**config.mk**
```make
export PLATFORM = sky130hd
export DESIGN_NAME = stream_sort
export DESIGN_NICKNAME = d
export VERILOG_FILES = /design/src/rtl/stream_sort.sv
export SDC_FILE = /design/constraint.sdc
export NUM_CORES = 1
export LEC_CHECK = 0
export ABC_CLOCK_PERIOD_IN_PS = 10300
export CAP_MARGIN = 15
export CORE_ASPECT_RATIO = 0.7
export CORE_MARGIN = 4
export CORE_UTILIZATION = 30
export CTS_CLUSTER_DIAMETER = 80
export DETAILED_ROUTE_END_ITERATION = 6
export SYNTH_ARGS = -nofsm -noshare
export SYNTH_HDL_FRONTEND = slang
export SYNTH_SLANG_ARGS = --single-unit
```
**constraint.sdc**
```tcl
create_clock -name clk -period 10.3 [get_ports clk]
set_clock_uncertainty 0.1 [all_clocks]
set_input_delay 2.06 -clock clk [delete_from_list [all_inputs] [get_ports clk]]
set_output_delay 2.06 -clock clk [all_outputs]
set_load 0.005 [all_outputs]
```
**src/rtl/stream_sort.sv**
```systemverilog
// rtl/stream_sort.sv - frame insertion sorter over valid/ready streams; SORT_DESCEND_EN selects largest-first order
module stream_sort #(
  parameter int WIDTH = 8,
  parameter int DEPTH = 8,
  parameter int CNT_W = 4
) (
  input  logic             clk,
  input  logic             rst_n,
  input  logic             in_valid,
  output logic             in_ready,
  input  logic [WIDTH-1:0] in_data,
  input  logic             in_last,
  output logic             out_valid,
  input  logic             out_ready,
  output logic [WIDTH-1:0] out_data,
  output logic             out_last,
  output logic [CNT_W-1:0] count,
  output logic             full_close
);

  typedef enum logic {LOAD, DRAIN} state_t;

  state_t           state, state_nx;
  logic [WIDTH-1:0] slot [DEPTH];
  logic [CNT_W-1:0] pos;
  logic             in_fire, out_fire, close_full;

  assign in_fire    = in_valid & in_ready;
  assign out_fire   = out_valid & out_ready;
  assign close_full = (count == CNT_W'(DEPTH - 1));

  // Insertion point: held slots that order at or before the new value (ties land after).
  always_comb begin
    pos = '0;
    for (int i = 0; i < DEPTH; i++) begin
`ifdef SORT_DESCEND_EN
      if ((CNT_W'(i) < count) && (slot[i] >= in_data)) pos = pos + CNT_W'(1);
`else
      if ((CNT_W'(i) < count) && (slot[i] <= in_data)) pos = pos + CNT_W'(1);
`endif
    end
  end

  // State register.
  always_ff @(posedge clk or negedge rst_n) begin
    if (!rst_n) state <= LOAD;
    else        state <= state_nx;
  end

  // Next state and handshake outputs; frame closes on in_last or on filling the last slot.
  always_comb begin
    state_nx  = state;
    in_ready  = 1'b0;
    out_valid = 1'b0;
    out_data  = '0;
    out_last  = 1'b0;
    case (state)
      LOAD: begin
        in_ready = 1'b1;
        if (in_fire && (in_last || close_full)) state_nx = DRAIN;
      end
      DRAIN: begin
        out_valid = 1'b1;
        out_data  = slot[0];
        out_last  = (count == CNT_W'(1));
        if (out_fire && out_last) state_nx = LOAD;
      end
      default: state_nx = LOAD;
    endcase
  end

  // Sort array: shift up above the insertion point on load, shift down on each drained element.
  always_ff @(posedge clk or negedge rst_n) begin
    if (!rst_n) begin
      for (int i = 0; i < DEPTH; i++) slot[i] <= '0;
    end else if (in_fire) begin
      if (pos == '0) slot[0] <= in_data;
      for (int i = 1; i < DEPTH; i++) begin
        if (CNT_W'(i) == pos)     slot[i] <= in_data;
        else if (CNT_W'(i) > pos) slot[i] <= slot[i-1];
      end
    end else if (out_fire) begin
      for (int i = 0; i < DEPTH - 1; i++) slot[i] <= slot[i+1];
      slot[DEPTH-1] <= '0;
    end
  end

  // Occupancy counter.
  always_ff @(posedge clk or negedge rst_n) begin
    if (!rst_n)        count <= '0;
    else if (in_fire)  count <= count + CNT_W'(1);
    else if (out_fire) count <= count - CNT_W'(1);
  end

  // Sticky flag marking a frame closed by capacity; cleared once the frame is fully drained.
  always_ff @(posedge clk or negedge rst_n) begin
    if (!rst_n)                               full_close <= 1'b0;
    else if (in_fire && close_full)           full_close <= 1'b1;
    else if (out_fire && count == CNT_W'(1))  full_close <= 1'b0;
  end

endmodule

```
==> implementation parameters <==
Parameter                              Value

Global routing
  Pin count of the biggest net entering global routing    71
  Leftover overflow at the end of global routing    0
  Global-route met2 utilization    0.2319
  First-pass GRT wire length    30400 um
  Global-route usage over all layers    0.1692
  Number of global-route vias before repair    5358
  Initial antenna violation count    0
  Met1 global-route usage    0.2623
  Most used routing layer in global routing    met1
  Global-route met3 utilization    0.04982

Logic synthesis
  Fraction of registers with async set or reset after synthesis    1.000
  Biggest area contributors in the synthesized netlist    dfrtp_1, ha_1, a21oi_1, mux2i_1, nor2_1
  Post-Synthesis Cell Area    6147 um^2
  Area fraction of the dominant cell type after synthesis    0.2850
  Sequential fraction of the synthesis area    0.2850
  Total of warnings raised by yosys    0
  Gate count after technology mapping    722
  Post-synthesis sequential element count    70
  Post-Syn Nets    811
  Number of synthesized flops with an enable pin    0
  Cell accounting for the most synthesized area    dfrtp_1
  Syn avg cell area    8.514 um^2
  Number of different library cells in the post-synthesis netlist    60
  Most common flop cell mapped by yosys    dfrtp_1

CTS
  Clock Tree Root    clkbuf_16
  Clock tree buffer depth    2
  Clock transition at path regs    0.07 ns
  Depth of the CTS H-tree    3
  Count of hold-fix buffers inserted at cts    0
  TritonCTS Buffers    9
  Source-to-sink clock delay at the later pin of the worst-skew pair    0.35 ns
  CTS tree    yes
  CTS resizes    0
  Number of setup buffers added after CTS    0
  CTS sink cnt    70

Layout
  Most frequent standard cell in the layout excluding fill and tap cells    ha_1
  Antenna fix cells    0
  Commonest cells after routing, fill and taps aside    ha_1, a21oi_1, dfrtp_1
  Net total in the final layout    827
  Fraction of layout instances using a drive strength above 1    0.06057
  Area delta synth->final    14.04%

Critical path
  Beginning of the worst register-to-register path    slot[57]
  Kind of end point of the critical path    register
  Setup crit start    in_data[1]
  Worst Path Required    10.43 ns
  Worst-case register-to-register setup slack    3.15 ns
  Worst Path Arrival    9.54 ns
  Cells on worst reg2reg path    25
  FF-to-FF End    slot[30]
  CP Capture Point    slot[30]
  CP max FO    16
  Critical path launch point type    primary input
  Type of the worst setup path    in2reg

Timing
  Count of final hold-check violations    0
  Final hold slack    0.3836 ns
  Max transition margin    0.3676
  Max-slew violations    0
  Count of endpoints failing setup in the final report    0
  Total Neg Setup Slack    0 ns
  Post-layout min period    9.405 ns
  Measured slew at the worst slew-check pin    0.9485 ns
  Unrepaired setup endpoints after global routing    no
  Portion of the clock cycle consumed by the worst path in the final layout    0.9131
  Fmax    0.1063 GHz

Route
  Vias per inst    5.499
  Via total after detailed routing    5570
  Post-route antenna net violation count    0
  Average detailed-routed wire length per instance    18.70 um
  Total length of routed wires    18940 um
  Number of iterations in the first detailed-routing pass    7
  Number of remaining DRC errors    0
  Drt first-iter violations    559

Job
  Max-cap violations    0

Die
  Row count    43
  Initial Util    0.3080
  Die height    127.8 um
  Core footprint    19960 um^2
  Top-level I/O count    29
  Die ar.    22880 um^2
  Horiz. Die Dim    179.1 um

Place
  Quantity of I/O buffers inserted on ports    28
  Routability Congestion    0.8700
  DP HPWL    14010 um

Outcome
  Run status    finished clean

Min path
  Path class of the lowest-slack min-delay path    reg2reg
==> synth_stat cells, types with 8 or more instances <==
cell       n
a211oi_1  11
a21boi_0   8
a21o_1    19
a21oi_1   73
a32oi_1    8
and2_1    12
and3_1    17
clkbuf_1  21
dfrtp_1   70
ha_1      76
inv_1     40
mux2i_1   29
nand2_1   48
nand3_1   35
nand4_1   12
nor2_1    60
nor2b_1   11
nor3_1     9
o211ai_1   8
o21ai_0   37
o21ai_1    9
o221ai_1   9
o32a_1     8
xnor2_1   14
xor2_1     8
==> cells by family after synthesis <==
group / synth area share
AND/OR/NAND/NOR: 0.1846
XOR/XNOR: 0.04397
AO/OA/AOI/OAI: 0.2310
multiplexers: 0.05272
adder cells (fa/ha/maj): 0.1547
flip-flops: 0.2850
buffers and inverters: 0.04803
==> per-stage QoR <==
| stage | instances | utilization | area, um^2 | setup WS [ns] |
|---|---|---|---|---|
| finish | 1013 | 0.3512 | 7010 | 0.8949 |
| global route | 1013 | 0.3512 | 7010 | 0.3481 |
| global placement | 997 | 0.3358 | 6703 | 0.8417 |
| detailed placement | 997 | 0.3358 | 6703 | 0.6628 |
| floorplan | 722 | - | 6147 | 2.474 |
| CTS | 1013 | 0.3512 | 7010 | 0.9712 |
==> registers in the layout, indices dropped and copies added, names as in the netlist <==
signal      count
slot           64
state           1
count           4
full_close      1
==> final cells by class <==
type                       instances  area [um^2]
clock buffer                       9        225.2
clock inverter                     7        82.58
fill                            2035        12950
inverter                          40        150.1
multi-input combinational        578         4103
sequential                        70         1752
tap                              270        337.8
timing repair buffer              39        360.3
==> routing by layer <==
| metal | vias up | routed length [um] |
|---|---|---|
| met2 | 205 | 7424 |
| met1 | 2665 | 9710 |
| met3 | 21 | 1549 |
| met4 | 0 | 258 |
| li1 | 2679 | - |
| met5 | - | 0 |
==> worst max-delay path, cell delays in order <==
cell,delay [ns]
clkdlybuf4s50_1,0.64
inv_1,0.27
ha_1,0.37
nor2b_1,0.13
o21a_1,0.15
o21ai_0,0.16
nand2b_1,0.08
a21oi_1,0.15
nor2_1,0.06
a211oi_1,0.32
o21a_1,0.23
ha_1,0.37
xnor2_1,0.19
ha_1,0.33
o21ai_0,0.22
xor2_1,0.21
mux2i_1,0.10
ha_1,0.33
nor4_1,0.49
o31ai_1,0.13
ha_1,0.22
nand2_1,0.07
xor2_1,0.08
xnor2_1,0.73
nand3_1,0.67
and3_1,0.42
o32a_1,0.34
==> worst min path at each step <==
stage               depth (start not counted)  slack, ns       start         end
finish                                      2       0.38  full_close  full_close
global route                                2       0.42  full_close  full_close
floorplan                                   2       0.37  full_close  full_close
global placement                            2       0.38  full_close  full_close
detailed placement                          2       0.38  full_close  full_close
CTS                                         2       0.39  full_close  full_close
Power is left out: the tool's default activity adds up to more than one toggle a clock period on the data nets, which glitch-free logic cannot reach.
